`src/rtl/board_io_ctrl.sv`:
```
// Board-side user-I/O controller: synchronises and debounces push-buttons and
// slide switches, latches sticky key-press events, and drives a bank of
// active-low seven-segment displays with blank, blink and leading-zero blanking.
module board_io_ctrl #(
  parameter int W_KEY           = 4,
  parameter int W_SW            = 18,
  parameter int N_HEX           = 8,
  parameter int DEBOUNCE_CYCLES = 500000,
  parameter int BLINK_LOG2      = 24
) (
  input  logic                 clk,
  input  logic                 reset_n,
  input  logic [W_KEY-1:0]     key_raw,
  input  logic [W_SW-1:0]      sw_raw,
  output logic [W_KEY-1:0]     key_pressed,
  output logic [W_SW-1:0]      sw_db,
  output logic [W_KEY-1:0]     key_event,
  input  logic [W_KEY-1:0]     event_clr,
  input  logic [4*N_HEX-1:0]   hex_value,
  input  logic [N_HEX-1:0]     hex_blank,
  input  logic [N_HEX-1:0]     hex_blink,
  input  logic                 lz_blank_en,
  output logic [7*N_HEX-1:0]   hex_seg
);

  // Keys and switches share one debounce datapath; keys occupy the low bits.
  localparam int W_IN  = W_KEY + W_SW;
  localparam int CNT_W = $clog2(DEBOUNCE_CYCLES + 1);
  localparam logic [CNT_W-1:0] CNT_LAST = CNT_W'(DEBOUNCE_CYCLES - 1);
  // Idle pin levels: released buttons read high, switches start low.
  localparam logic [W_IN-1:0] SYNC_RST = {{W_SW{1'b0}}, {W_KEY{1'b1}}};

  // Active-low {g,f,e,d,c,b,a} pattern for one hex nibble.
  function automatic logic [6:0] seg_decode(input logic [3:0] nib);
    logic [6:0] seg;
    case (nib)
      4'h0: seg = 7'h40;
      4'h1: seg = 7'h79;
      4'h2: seg = 7'h24;
      4'h3: seg = 7'h30;
      4'h4: seg = 7'h19;
      4'h5: seg = 7'h12;
      4'h6: seg = 7'h02;
      4'h7: seg = 7'h78;
      4'h8: seg = 7'h00;
      4'h9: seg = 7'h10;
      4'hA: seg = 7'h08;
      4'hB: seg = 7'h03;
      4'hC: seg = 7'h46;
      4'hD: seg = 7'h21;
      4'hE: seg = 7'h06;
      default: seg = 7'h0E;
    endcase
    return seg;
  endfunction

  logic [W_IN-1:0]  sync_p0;
  logic [W_IN-1:0]  sync_p1;
  logic [W_IN-1:0]  samp_p2;
  logic [W_IN-1:0]  db_out;
  logic [CNT_W-1:0] db_cnt [W_IN];
  logic [W_KEY-1:0] kp_prev;
  logic [BLINK_LOG2-1:0] pre_cnt;
  logic             blink_phase;
  logic [N_HEX-1:0] lz_dark;
  logic             zero_run;
  logic [7*N_HEX-1:0] seg_next;

  // Stage p0/p1: two-flop synchroniser; stage p2: polarity-normalised sample
  // (keys become active-high) that feeds the debounce comparators.
  always_ff @(posedge clk or negedge reset_n) begin
    if (!reset_n) begin
      sync_p0 <= SYNC_RST;
      sync_p1 <= SYNC_RST;
      samp_p2 <= '0;
    end else begin
      sync_p0 <= {sw_raw, key_raw};
      sync_p1 <= sync_p0;
      samp_p2 <= {sync_p1[W_IN-1:W_KEY], ~sync_p1[W_KEY-1:0]};
    end
  end

  // Per-bit debounce: output follows the sample only after it has differed
  // for DEBOUNCE_CYCLES consecutive cycles; any agreement restarts the count.
  always_ff @(posedge clk or negedge reset_n) begin
    if (!reset_n) begin
      db_out <= '0;
      for (int i = 0; i < W_IN; i++) db_cnt[i] <= '0;
    end else begin
      for (int i = 0; i < W_IN; i++) begin
        if (samp_p2[i] == db_out[i]) begin
          db_cnt[i] <= '0;
        end else if (db_cnt[i] == CNT_LAST) begin
          db_out[i] <= samp_p2[i];
          db_cnt[i] <= '0;
        end else begin
          db_cnt[i] <= db_cnt[i] + CNT_W'(1);
        end
      end
    end
  end

  assign key_pressed = db_out[W_KEY-1:0];
  assign sw_db       = db_out[W_IN-1:W_KEY];

  // Sticky press events from a registered rising-edge detect; a new press
  // beats a simultaneous clear so no event is ever lost.
  always_ff @(posedge clk or negedge reset_n) begin
    if (!reset_n) begin
      kp_prev   <= '0;
      key_event <= '0;
    end else begin
      kp_prev   <= key_pressed;
      key_event <= (key_event & ~event_clr) | (key_pressed & ~kp_prev);
    end
  end

  // Free-running blink prescaler; its MSB is the blink phase.
  always_ff @(posedge clk or negedge reset_n) begin
    if (!reset_n) pre_cnt <= '0;
    else          pre_cnt <= pre_cnt + BLINK_LOG2'(1);
  end

  assign blink_phase = pre_cnt[BLINK_LOG2-1];

  // Leading-zero blanking looks only at nibble values, scanning from the top;
  // digit 0 always stays visible so a zero value still shows "0".
  always_comb begin
    lz_dark  = '0;
    zero_run = 1'b1;
    for (int i = N_HEX - 1; i >= 0; i--) begin
      zero_run   = zero_run & (hex_value[4*i +: 4] == 4'h0);
      lz_dark[i] = lz_blank_en & zero_run & (i != 0);
    end
  end

  // Per-digit segment selection: any dark condition overrides the decode.
  always_comb begin
    seg_next = '1;
    for (int i = 0; i < N_HEX; i++) begin
      if (hex_blank[i] | (hex_blink[i] & blink_phase) | lz_dark[i])
        seg_next[7*i +: 7] = 7'h7F;
      else
        seg_next[7*i +: 7] = seg_decode(hex_value[4*i +: 4]);
    end
  end

  // Registered display output, dark out of reset.
  always_ff @(posedge clk or negedge reset_n) begin
    if (!reset_n) hex_seg <= '1;
    else          hex_seg <= seg_next;
  end

endmodule

```
`config.mk`:
```
export PLATFORM = sky130hd
export DESIGN_NAME = board_io_ctrl
export DESIGN_NICKNAME = d
export VERILOG_FILES = /design/src/rtl/board_io_ctrl.sv
export SDC_FILE = /design/constraint.sdc
export NUM_CORES = 1
export LEC_CHECK = 0
export ABC_AREA = 1
export CORE_ASPECT_RATIO = 1.4
export CORE_MARGIN = 2
export CORE_UTILIZATION = 43
export DETAILED_ROUTE_END_ITERATION = 8
export PLACE_DENSITY = 0.56
export SETUP_SLACK_MARGIN = 0.3
export SLEW_MARGIN = 20
export SYNTH_ARGS = -nofsm -noshare
export SYNTH_HDL_FRONTEND = slang
export SYNTH_SLANG_ARGS = --single-unit
```
`constraint.sdc`:
```
create_clock -name clk -period 2.05 [get_ports clk]
set_clock_uncertainty 0.1 [all_clocks]
set_input_delay 0.41 -clock clk [delete_from_list [all_inputs] [get_ports clk]]
set_output_delay 0.41 -clock clk [all_outputs]
set_load 0.05 [all_outputs]
```
Yosys cells after proc, flatten, opt, wreduce, memory -nomap -nowiden
Memory sizes are Yosys's and may differ from the RTL's. Index checks and enable logic that the tools add are counted. W data, S select, Z words.

Bitwise logic cells: 64. Reductions and logical operators: 29. Eq/ne operators: 44. Add/subtract/negate cells: 23. Mux-type cells: 52.

Operator list (number): $mux W19 (44); $add A19 B1 Y19 const B (22); $eq A19 B19 Y1 const B (22); $mux W7 (8); $reduce_and A2 Y1 (22); $logic_not A4 Y1 (7); $add A24 B1 Y24 const B (1); $eq A1 B1 Y1 (22); $not A1 Y1 (22); $and A1 B1 Y1 (21); $or A1 B1 Y1 (15); $not A4 Y4 (3); $and A4 B4 Y4 (2); $or A4 B4 Y4 (1).

Word-level logic and storage cells: 271. Memory bits (read-only): 896. Output and inout port bits: 82. Input port bits: 77. Memories: 8. Register bits after elaboration: 594.

Memories: (no name shown) (depth 16, width 7, read ports 1, clocked after memory_dff 0, wr ports 0, line 36) `case (nib)`; (no name shown) (depth 16, width 7, read ports 1, clocked after memory_dff 0, wr ports 0, line 36); (no name shown) (depth 16, width 7, read ports 1, clocked after memory_dff 0, wr ports 0, line 36); (no name shown) (depth 16, width 7, read ports 1, clocked after memory_dff 0, wr ports 0, line 36); (no name shown) (depth 16, width 7, read ports 1, clocked after memory_dff 0, wr ports 0, line 36); (no name shown) (depth 16, width 7, read ports 1, clocked after memory_dff 0, wr ports 0, line 36); 2 more memories.

Depth between registers and ports, before layout
Gate-level depths: netlist (run 1).

Depth after elaboration: 10. Depth in mapped cells: 10. Depth with buffers taken out: 10.

Least setup slack after synthesis (run 1)
Ideal clock, no wire load.

Kind: flip-flop to flip-flop. Start: reg db_out[12]. End: reg db_cnt[182] in the netlist's numbering. Required time: 1824 ps. Period minus slack after synthesis: 1723 ps. Setup time: 126 ps. Cell stages (with the launch flop): 7. Arrival: 1497 ps. Slack: 327 ps. Cells stage by stage: dfrtp_1 -> xnor2_1 -> inv_1 -> nand2_2 -> inv_1 -> nand2_1 -> nor2_1.

Cells in the longest elaborated chain, start to end: 2.

RTL lines: start: declaration (line 60) `logic [W_IN-1:0] db_out;`; start signal: indexed assignment (line 94) `db_out[i] <= samp_p2[i];`; $eq A1 B1 Y1 (line 91) `if (samp_p2[i] == db_out[i]) begin`; $mux W19 (line 91); end signal: indexed assignment (line 97) `db_cnt[i] <= db_cnt[i] + CNT_W'(1);`; end: declaration (line 61) `logic [CNT_W-1:0] db_cnt [W_IN];`.

Every way passes these cells. A chain may end at the register's enable or synchronous reset.

Worst setup path after layout (run 1)
Start: reg hex_seg[29]. End: out hex_seg[29].

RTL lines: start: declaration (line 23) `output logic [7*N_HEX-1:0] hex_seg`; start signal: assignment (line 151) `else hex_seg <= seg_next;`.

No word-level cell between the ends.

==> key figures, run 1 <==
Outcome
  – Outcome: finished clean

Synthesis
  – Syn_area_per_cell: 7.80 um^2
  – EDFF count, synth: 0
  – Syn_nets: 4103
  – Primary FF master, synth: dfrtp_1
  – YS warnings: 0
  – Distinct cell type count after synthesis: 45
  – Mapped cell area: 0.0309 mm^2
  – Register area share after synthesis: 0.484
  – Cell count after synthesis: 3961
  – Ys async rst share: 1.00
  – Synth Register Bits: 594

Clock network
  – CTS tree: yes
  – CTS Buffer Depth: 3
  – H-Tree Depth: 2
  – CTS root buf: clkbuf_16
  – TritonCTS buffer count: 61
  – Worst-Skew Late Latency: 0.64 ns
  – CTS clk-pin slew, worst paths: 0.06 ns
  – Sink Count: 594

Floorplanning
  – Core Region: 0.0713 mm^2
  – I/O pin count: 159
  – Initial Utilization: 0.433
  – Die width: 231 um
  – Die ar.: 0.0740 mm^2
  – Die Span Y: 321 um
  – Num rows: 116

Global routing
  – First-pass GRT wire length: 120 mm
  – GRT Residual Overflow: 0
  – Antenna violations before repair: 0
  – Largest net degree at the start of global routing: 61
  – Gr usage total: 0.192
  – Number of global-route vias before repair: 25800

Flow run
  – Max cap viols: 0

Critical path
  – WP data required: 1.54 ns
  – Critical Path Fanout Max: 1
  – Crit path kind: flop to primary output
  – Critical Path Slowest Stage Cell: dfstp_2
  – CP arrival: 1.37 ns
  – Critical path launch point type: flop
  – Delay of the slowest critical-path stage: 0.58 ns
  – Crit path buf inv count: 1
  – Critical path's top delay family: flip-flops
  – Setup crit end kind: primary output
  – Worst path cell trace: buf_8

Power and ir drop
  – Max IR drop VDD: 0.615 mV
  – Leak Pwr: 16.3 nW
  – Power per cell area: 669 mW/mm^2

Placement
  – GPL Wtd Cong: 0.891
  – IO Port Bufs: 158
  – Pre-CTS setup slack: -0.187 ns
  – Detailed placement HPWL: 51.9 mm

Detailed routing
  – DR vias: 25700
  – DRT iter0 DRCs: 1165
  – Post-route ant nets: 0
  – Drt wl/cell: 13.1 um
  – WL final: 69.9 mm
  – DRC Markers: 0
  – First-pass iteration count of the detailed router: 5
  – Via/cell ratio: 4.81

STA
  – Slew Limit Fails: 0
  – Final Hold Vio Count: 0
  – Final min period: 1.88 ns
  – Max-slew headroom: 0.654
  – Worst Tran Pin Value: 0.515 ns
  – Max Clock Freq: 531 MHz
  – Final worst setup slack: 0.166 ns
  – RSZ-0062 raised after global routing: yes
  – Post-route setup TNS: 0 ns
  – Fin crit share: 0.919
  – Final setup vio count: 0

Cells and area
  – Area grow syn2layout: 23.6%
  – Layout cell share with drive strength beyond 1: 0.144
  – Post-layout net count: 4484
  – N_diodes: 0

Min path
  – Worst min path class: input port to flop
worst paths after layout:
check / end / startpoint / slack [ns] / depth (start not counted)
setup / recovery: hex_seg[29] / hex_seg[29] / 0.17 / 1
hold / removal: sync_p0[3] / key_raw[3] / 0.08 / 1
setup reg to reg: db_cnt[182] / db_cnt[171] / 0.39 / 10
hold reg to reg: sync_p1[17] / sync_p0[17] / 0.24 / 0
max in group asynchronous: hex_seg[28] / reset_n / 0.90 / 4
min in group asynchronous: sync_p1[7] / reset_n / 0.18 / 2
layout make-up:
type,instances,area [um^2]
Clock buffer,93,1820
Clock inverter,19,213
Fill cell,6862,33100
Inverter,483,1820
Multi-Input combinational cell,2871,14800
Sequential cell,594,14900
Tap cell,944,1180
Timing Repair Buffer,331,3430
stage by stage:
step,hold slack [ns],cells,util,instance area (um^2),power [mW]
floorplan,0.0144,3961,-,30900,13.3
global placement,0.232,5164,0.484,34500,14.3
detailed placement,0.235,5164,0.484,34500,14.3
CTS,0.0265,5298,0.523,37300,25.9
global route,0.0371,5335,0.536,38200,26.7
finish,0.0770,5335,0.536,38200,25.5
cell usage in the layout (no fill, tap or decap), types with 11 or more instances in the layout:
master / instances
clkbuf_1: 17
inv_2: 11
nor3b_1: 48
nor2_4: 43
nand3_4: 13
a211oi_1: 11
buf_8: 57
dfrtp_1: 527
dfstp_2: 64
nand2_2: 19
nand2_1: 815
xnor2_1: 31
clkbuf_16: 63
nand3_1: 263
buf_4: 153
ha_4: 12
inv_1: 471
buf_6: 27
buf_12: 18
a31oi_1: 19
nor2_1: 877
nand3_2: 20
xor2_1: 146
clkbuf_8: 13
o211ai_1: 13
a21oi_1: 94
o21ai_0: 82
ha_1: 46
clkdlybuf4s50_1: 75
nor3_1: 104
nand4_1: 65
nor2_2: 61
o22ai_1: 12
synth_stat cells (all sizes together) (3+ instances only):
cell type / n / area [um^2]
a21oi: 98 / 490
dfstp: 64 / 1680
a31o: 5 / 43.8
o22ai: 12 / 75.1
xor2: 149 / 1310
nand2: 836 / 3160
and3: 5 / 31.3
o21bai: 5 / 41.3
nor3: 110 / 571
o21ai: 91 / 478
o221ai: 3 / 26.3
a211oi: 11 / 82.6
and2: 5 / 31.3
inv: 483 / 1810
nand3: 296 / 1570
o2111ai: 3 / 26.3
clkbuf: 9 / 33.8
xnor2: 31 / 272
nor3b: 48 / 360
o211ai: 13 / 97.6
dfrtp: 530 / 13300
buf: 5 / 43.8
nand4: 65 / 407
ha: 65 / 813
nand3b: 9 / 67.6
nor2: 980 / 3910
a31oi: 19 / 119
nor4: 3 / 18.8
layer usage:
| layer | track usage | wire length, um | up-vias | part of all wire |
|---|---|---|---|---|
| li1 | - | - | 13300 | - |
| met5 | 0 | 0 | - | 0 |
| met1 | 0.223 | 29500 | 11900 | 0.42 |
| met2 | 0.351 | 35300 | 350 | 0.51 |
| met4 | 0.0492 | 1550 | 0 | 0.022 |
| met3 | 0.0465 | 3580 | 104 | 0.051 |
registers in the layout (all words and copies together) (netlist names), 22 cells and up:
register	cells
db_cnt	418
hex_seg	56
samp_p2	22
db_out	22
sync_p1	22
pre_cnt	24
sync_p0	22
cell families (layout without fill, tap and decap cells):
kind of cell | count (synthesis) | after routing | share of synthesized area
DFF | 594 | 594 | 0.484
adders and majority gates | 65 | 65 | 0.0263
and+or+nand+nor | 2360 | 2361 | 0.328
AOI/OAI and AO/OA | 265 | 265 | 0.0493
xor gates and xnor gates | 180 | 180 | 0.0510
buffers and inverters | 497 | 926 | 0.0612
report_power, final:
part           switching, mW  total, mW  internal, mW
registers              0.204       12.3          12.1
clock network           4.67       11.3          6.58
logic                   1.20       2.03         0.833
total                   6.07       25.5          19.5
what timing repair did:
item | in CTS | in global routing
pin swaps | 2 | 40
cloned | 0 | 1
endpoints found under the setup margin | 166 | 312
hold buffers | 1 | 0
gates resized for setup | 194 | 141
endpoints found under the hold margin | 276 | 0
buffers inserted | 21 | 36
(Power assumes the default switching activity.)
==> inputs of run 2 (changes only) <==
--- a/config.mk
+++ b/config.mk
@@ -6,7 +6,7 @@
 export NUM_CORES = 1
 export LEC_CHECK = 0
 export ABC_AREA = 1
-export CORE_ASPECT_RATIO = 1.4
+export CORE_ASPECT_RATIO = 0.9
 export CORE_MARGIN = 2
 export CORE_UTILIZATION = 43
 export DETAILED_ROUTE_END_ITERATION = 8
==> run 2 against run 1 <==
Net effect:
- non-clock buffer count shrank 39
- routed wire length shrank 4.2%
- register-to-register slack is essentially flat
- sequential power is essentially flat
- sequential share of layout area grew 0.42 points
- global-route usage shrank 0.89 points
- core utilization shrank 0.61 points
- final area shrank 1.1%
==> key figures, run 2 (synthesis results as in run 1) <==
STA
  – RSZ-0062 raised after global routing: yes
  – Final Hold Vio Count: 0
  – Worst Tran Pin Value: 0.526 ns
  – Fin crit share: 0.898
  – Max Clock Freq: 543 MHz
  – Final min period: 1.84 ns
  – Final setup vio count: 0
  – Hold_ws: 0.113 ns
  – Max-slew headroom: 0.649
  – Slew Limit Fails: 0

Critical path
  – Critical path's top delay family: flip-flops
  – CP arrival: 1.33 ns
  – Delay of the slowest critical-path stage: 0.57 ns
  – Setup crit end kind: primary output
  – Crit path kind: flop to primary output
  – Worst path cell trace: buf_8
  – Critical path launch point type: flop
  – Worst setup path start: hex_seg[37]
  – Critical Path Slowest Stage Cell: dfstp_2
  – Worst r2r src: db_cnt[76]
  – WP data required: 1.54 ns
  – Critical Path Fanout Max: 1
  – Crit path buf inv count: 1

Cells and area
  – Biggest register: db_cnt
  – Area grow syn2layout: 22.3%
  – Largest register FFs: 418
  – Post-route cell area: 0.0378 mm^2
  – Commonest cells after routing, fill and taps aside: nor2_1 (888), nand2_1 (819), dfrtp_1 (527)
  – Layout cell share with drive strength beyond 1: 0.131
  – Largest regs: db_cnt x418, hex_seg x56, pre_cnt x24
  – Most common library cell in the layout ignoring fill and taps: nor2_1
  – Post-layout net count: 4450
  – N_diodes: 0

Floorplanning
  – Core Region: 0.0713 mm^2
  – Die ar.: 0.0740 mm^2
  – Num rows: 93
  – Die width: 287 um
  – I/O pin count: 159
  – Die Span Y: 258 um
  – Initial Utilization: 0.433

Power and ir drop
  – Power per cell area: 690 mW/mm^2
  – Leak Pwr: 16.2 nW
  – Max IR drop VDD: 0.550 mV

Placement
  – Area of placed instances: 0.0342 mm^2
  – Detailed placement HPWL: 48.3 mm
  – GPL Wtd Cong: 0.862
  – IO Port Bufs: 158

Global routing
  – GRT Residual Overflow: 0
  – Antenna violations before repair: 1
  – Number of global-route vias before repair: 24200
  – Gr usage total: 0.183
  – Largest net degree at the start of global routing: 89
  – First-pass GRT wire length: 115 mm

Clock network
  – TritonCTS buffer count: 67
  – CTS clk-pin slew, worst paths: 0.06 ns
  – CTS Buffer Depth: 3
  – Sink Count: 594
  – CTS root buf: clkbuf_16
  – H-Tree Depth: 3
  – CTS tree: yes
  – Worst-Skew Late Latency: 0.60 ns

Min path
  – Critical hold path startpoint: key_raw[1]
  – Worst min path class: input port to flop

Detailed routing
  – First-pass iteration count of the detailed router: 7
  – DRC Markers: 0
  – Drt wl/cell: 12.6 um
  – DRT iter0 DRCs: 1309
  – DR vias: 25400
  – WL final: 67.0 mm
  – Via/cell ratio: 4.78
  – Post-route ant nets: 0

Outcome
  – Outcome: finished clean

Flow run
  – Max cap viols: 0
==> run 2: changes by cell type in the layout (fill, tap and decap cells not counted), sizes merged <==
cell	previous run	this run
buf	255	216
clkinvlp	4	2
inv	484	488
nor2	981	980
clkbuf	93	102
clkinv	10	8
bufinv	4	3
==> run 2: worst paths after layout <==
kind                                    end  depth (start not counted)  slack [ns]
worst min register to register  samp_p2[10]                          0        0.24
worst max register to register   db_cnt[87]                          9        0.38
worst max-delay path            hex_seg[37]                          1        0.21
max in group asynchronous        sync_p0[3]                          3        0.93
min in group asynchronous       db_cnt[277]                          2        0.15
worst min-delay path             sync_p0[1]                          1        0.11
==> run 2: final cells by class <==
class                           count  area [um^2]
Inverter                          483         1820
Fill cell                        6687        33500
Clock buffer                      102         1980
Clock inverter                     18          204
Timing Repair Buffer              292         3030
Multi-Input combinational cell   2870        14600
Sequential cell                   594        14900
Tap cell                          950         1190
==> run 2: what timing repair did <==
action,4_1_cts,5_1_grt
endpoints found under the setup margin,151,265
gates resized for setup,190,111
pin swaps,4,25
hold buffers,1,0
hold endpoints to repair,380,0
buffers inserted,9,29
==> run 2: per-layer routing <==
layer | share of wire | global-route usage
met2 | 0.44 | 0.281
met1 | 0.49 | 0.263
met5 | 0 | 0
met3 | 0.052 | 0.0406
met4 | 0.018 | 0.0430
==> run 2: per-stage QoR <==
step	util	power, mW	setup slack, ns	cells	setup TNS, ns
after detailed placement	0.480	14.2	-0.161	5150	-3.25
final	0.530	26.1	0.209	5309	0
after floorplan	-	13.3	0.327	3961	0
after global routing	0.530	27.3	0.152	5309	0
after global placement	0.480	14.2	-0.138	5150	-2.23
after CTS	0.520	26.6	0.161	5280	0
==> run 2: power breakdown <==
part           leakage [nW]  switching, mW  internal, mW
clock                  1.07           4.82          7.06
combinational          7.21           1.17         0.782
sequential             7.87          0.200          12.1
total                  16.2           6.19          19.9
==> RTL change: new RTL, settings of run 1 <==
Take the reset off `key_event` and load it in a clocked block of its own.
--- a/src/rtl/board_io_ctrl.sv
+++ b/src/rtl/board_io_ctrl.sv
@@ -110,7 +110,9 @@
       kp_prev   <= '0;
-      key_event <= '0;
     end else begin
       kp_prev   <= key_pressed;
-      key_event <= (key_event & ~event_clr) | (key_pressed & ~kp_prev);
     end
+  end
+
+  always_ff @(posedge clk) begin
+    key_event <= (key_event & ~event_clr) | (key_pressed & ~kp_prev);
   end
Function: no difference found for any inputs over 4 cycles, from zero or initial values and one cycle with reset_n low; that may be too few to reach the edited logic, so the function may still have changed.
==> RTL change against run 1 <==
Clock power rose by 9%; synthesized area is essentially flat; sequential cell count did not move; design area down 0.95%; total power is 4.0% higher; routed wire length shrank 1.8%; setup slack improved by 0.054 ns; global-route usage fell by 0.14 points; critical endpoint is now hex_seg[44]; largest cell class unchanged; highest routed layer is now met5.
==> RTL change: results (changes against run 1) <==
- Clock-cell share of area: 6.00% (+0.68 points)
- GPL Wtd Cong: 0.876 (-1.6%)
- Non-CTS buffers: 296 (-11%)
- CTS resizes: 184 (-5.2%)
- Outcome: complete, no violations
- Peak supply drop: 0.682 mV (+11%)
- Sequential portion of the cell area: 39.5% (+0.33 points)
- Post-CTS Setup Inserts: 12 (-43%)
- Normalized max-slew margin: 60.9% (-4.5 points)
- Synth cell types: 46 (+2.2%)
- Seq/Total Area, Yosys: 48.3% (about the same)
- Vias in the first global route: 25300 (-1.7%)
- Layout cell share with drive strength beyond 1: 13.3% (-1.1 points)
- Routed Wire Length: 68.6 mm (-1.8%)
- Clock buffers: 100 (+7.5%)
- Part of the power in the clock network: 46.5% (+2.4 points)
- #MultiIn Comb: 2870 (-0.035%)
- Synthesized area per cell: 7.79 um^2 (about the same)
- Placed cell area: 34300 um^2 (-0.40%)
- Place WS: -0.145 ns (+0.0424 ns)
- Most frequent cells after synthesis: nor2_1, nand2_1, dfrtp_1
- Worst-case reg-to-reg path depth: 9 (-1)
- Top power group: the clock network
- Fill cells: 6834 (-0.41%)
- Final instance count without filler cells: 5305 (-0.56%)
- Total CTS buffers: 66 (+8.2%)
- Layout Nets: 4453 (-0.69%)
- Post-synthesis adder-cell area fraction: 2.63% (about the same)
- Routed vias/inst: 4.82 (about the same)
- Compound-Gate Fraction of Synth Area: 4.93% (about the same)
- Global-route wire length before repair: 118 mm (-1.3%)
- Post-Synth XOR/XNOR Area: 5.11% (about the same)
- Initial antenna violation count: 1 (+1)
- Synth area leaders: dfrtp_1, nor2_1, nand2_1
- H-tree depth: 3 (+1)
==> RTL change: cell types whose count changed after synthesis <==
| cell | change |
|---|---|
| dfrtp_1 | -4 |
| dfxtp_1 | +4 |
==> RTL change: per-layer routing <==
metal | track usage (%) | routed length (um) | share of wire [%]
met2 | 35.0 | 35500 | 52
met5 | 0 | 16 | 0.023
met1 | 21.9 | 28600 | 42
met4 | 6.16 | 1390 | 2.0
met3 | 3.98 | 3060 | 4.5
==> RTL change: worst paths after layout <==
path	start	end	slack, ns
min in group asynchronous	reset_n	db_cnt[234]$_DFF_PN0_	0.18
max reg2reg	db_cnt[171]$_DFF_PN0_	db_cnt[179]$_DFF_PN0_	0.36
min reg2reg	sync_p0[21]$_DFF_PN0_	sync_p1[21]$_DFF_PN0_	0.25
min	key_raw[2]	sync_p0[2]$_DFF_PN1_	0.11
max	hex_seg[44]$_DFF_PN1_	hex_seg[44]	0.22
max in group asynchronous	reset_n	db_out[3]$_DFFE_PN0P_	0.83
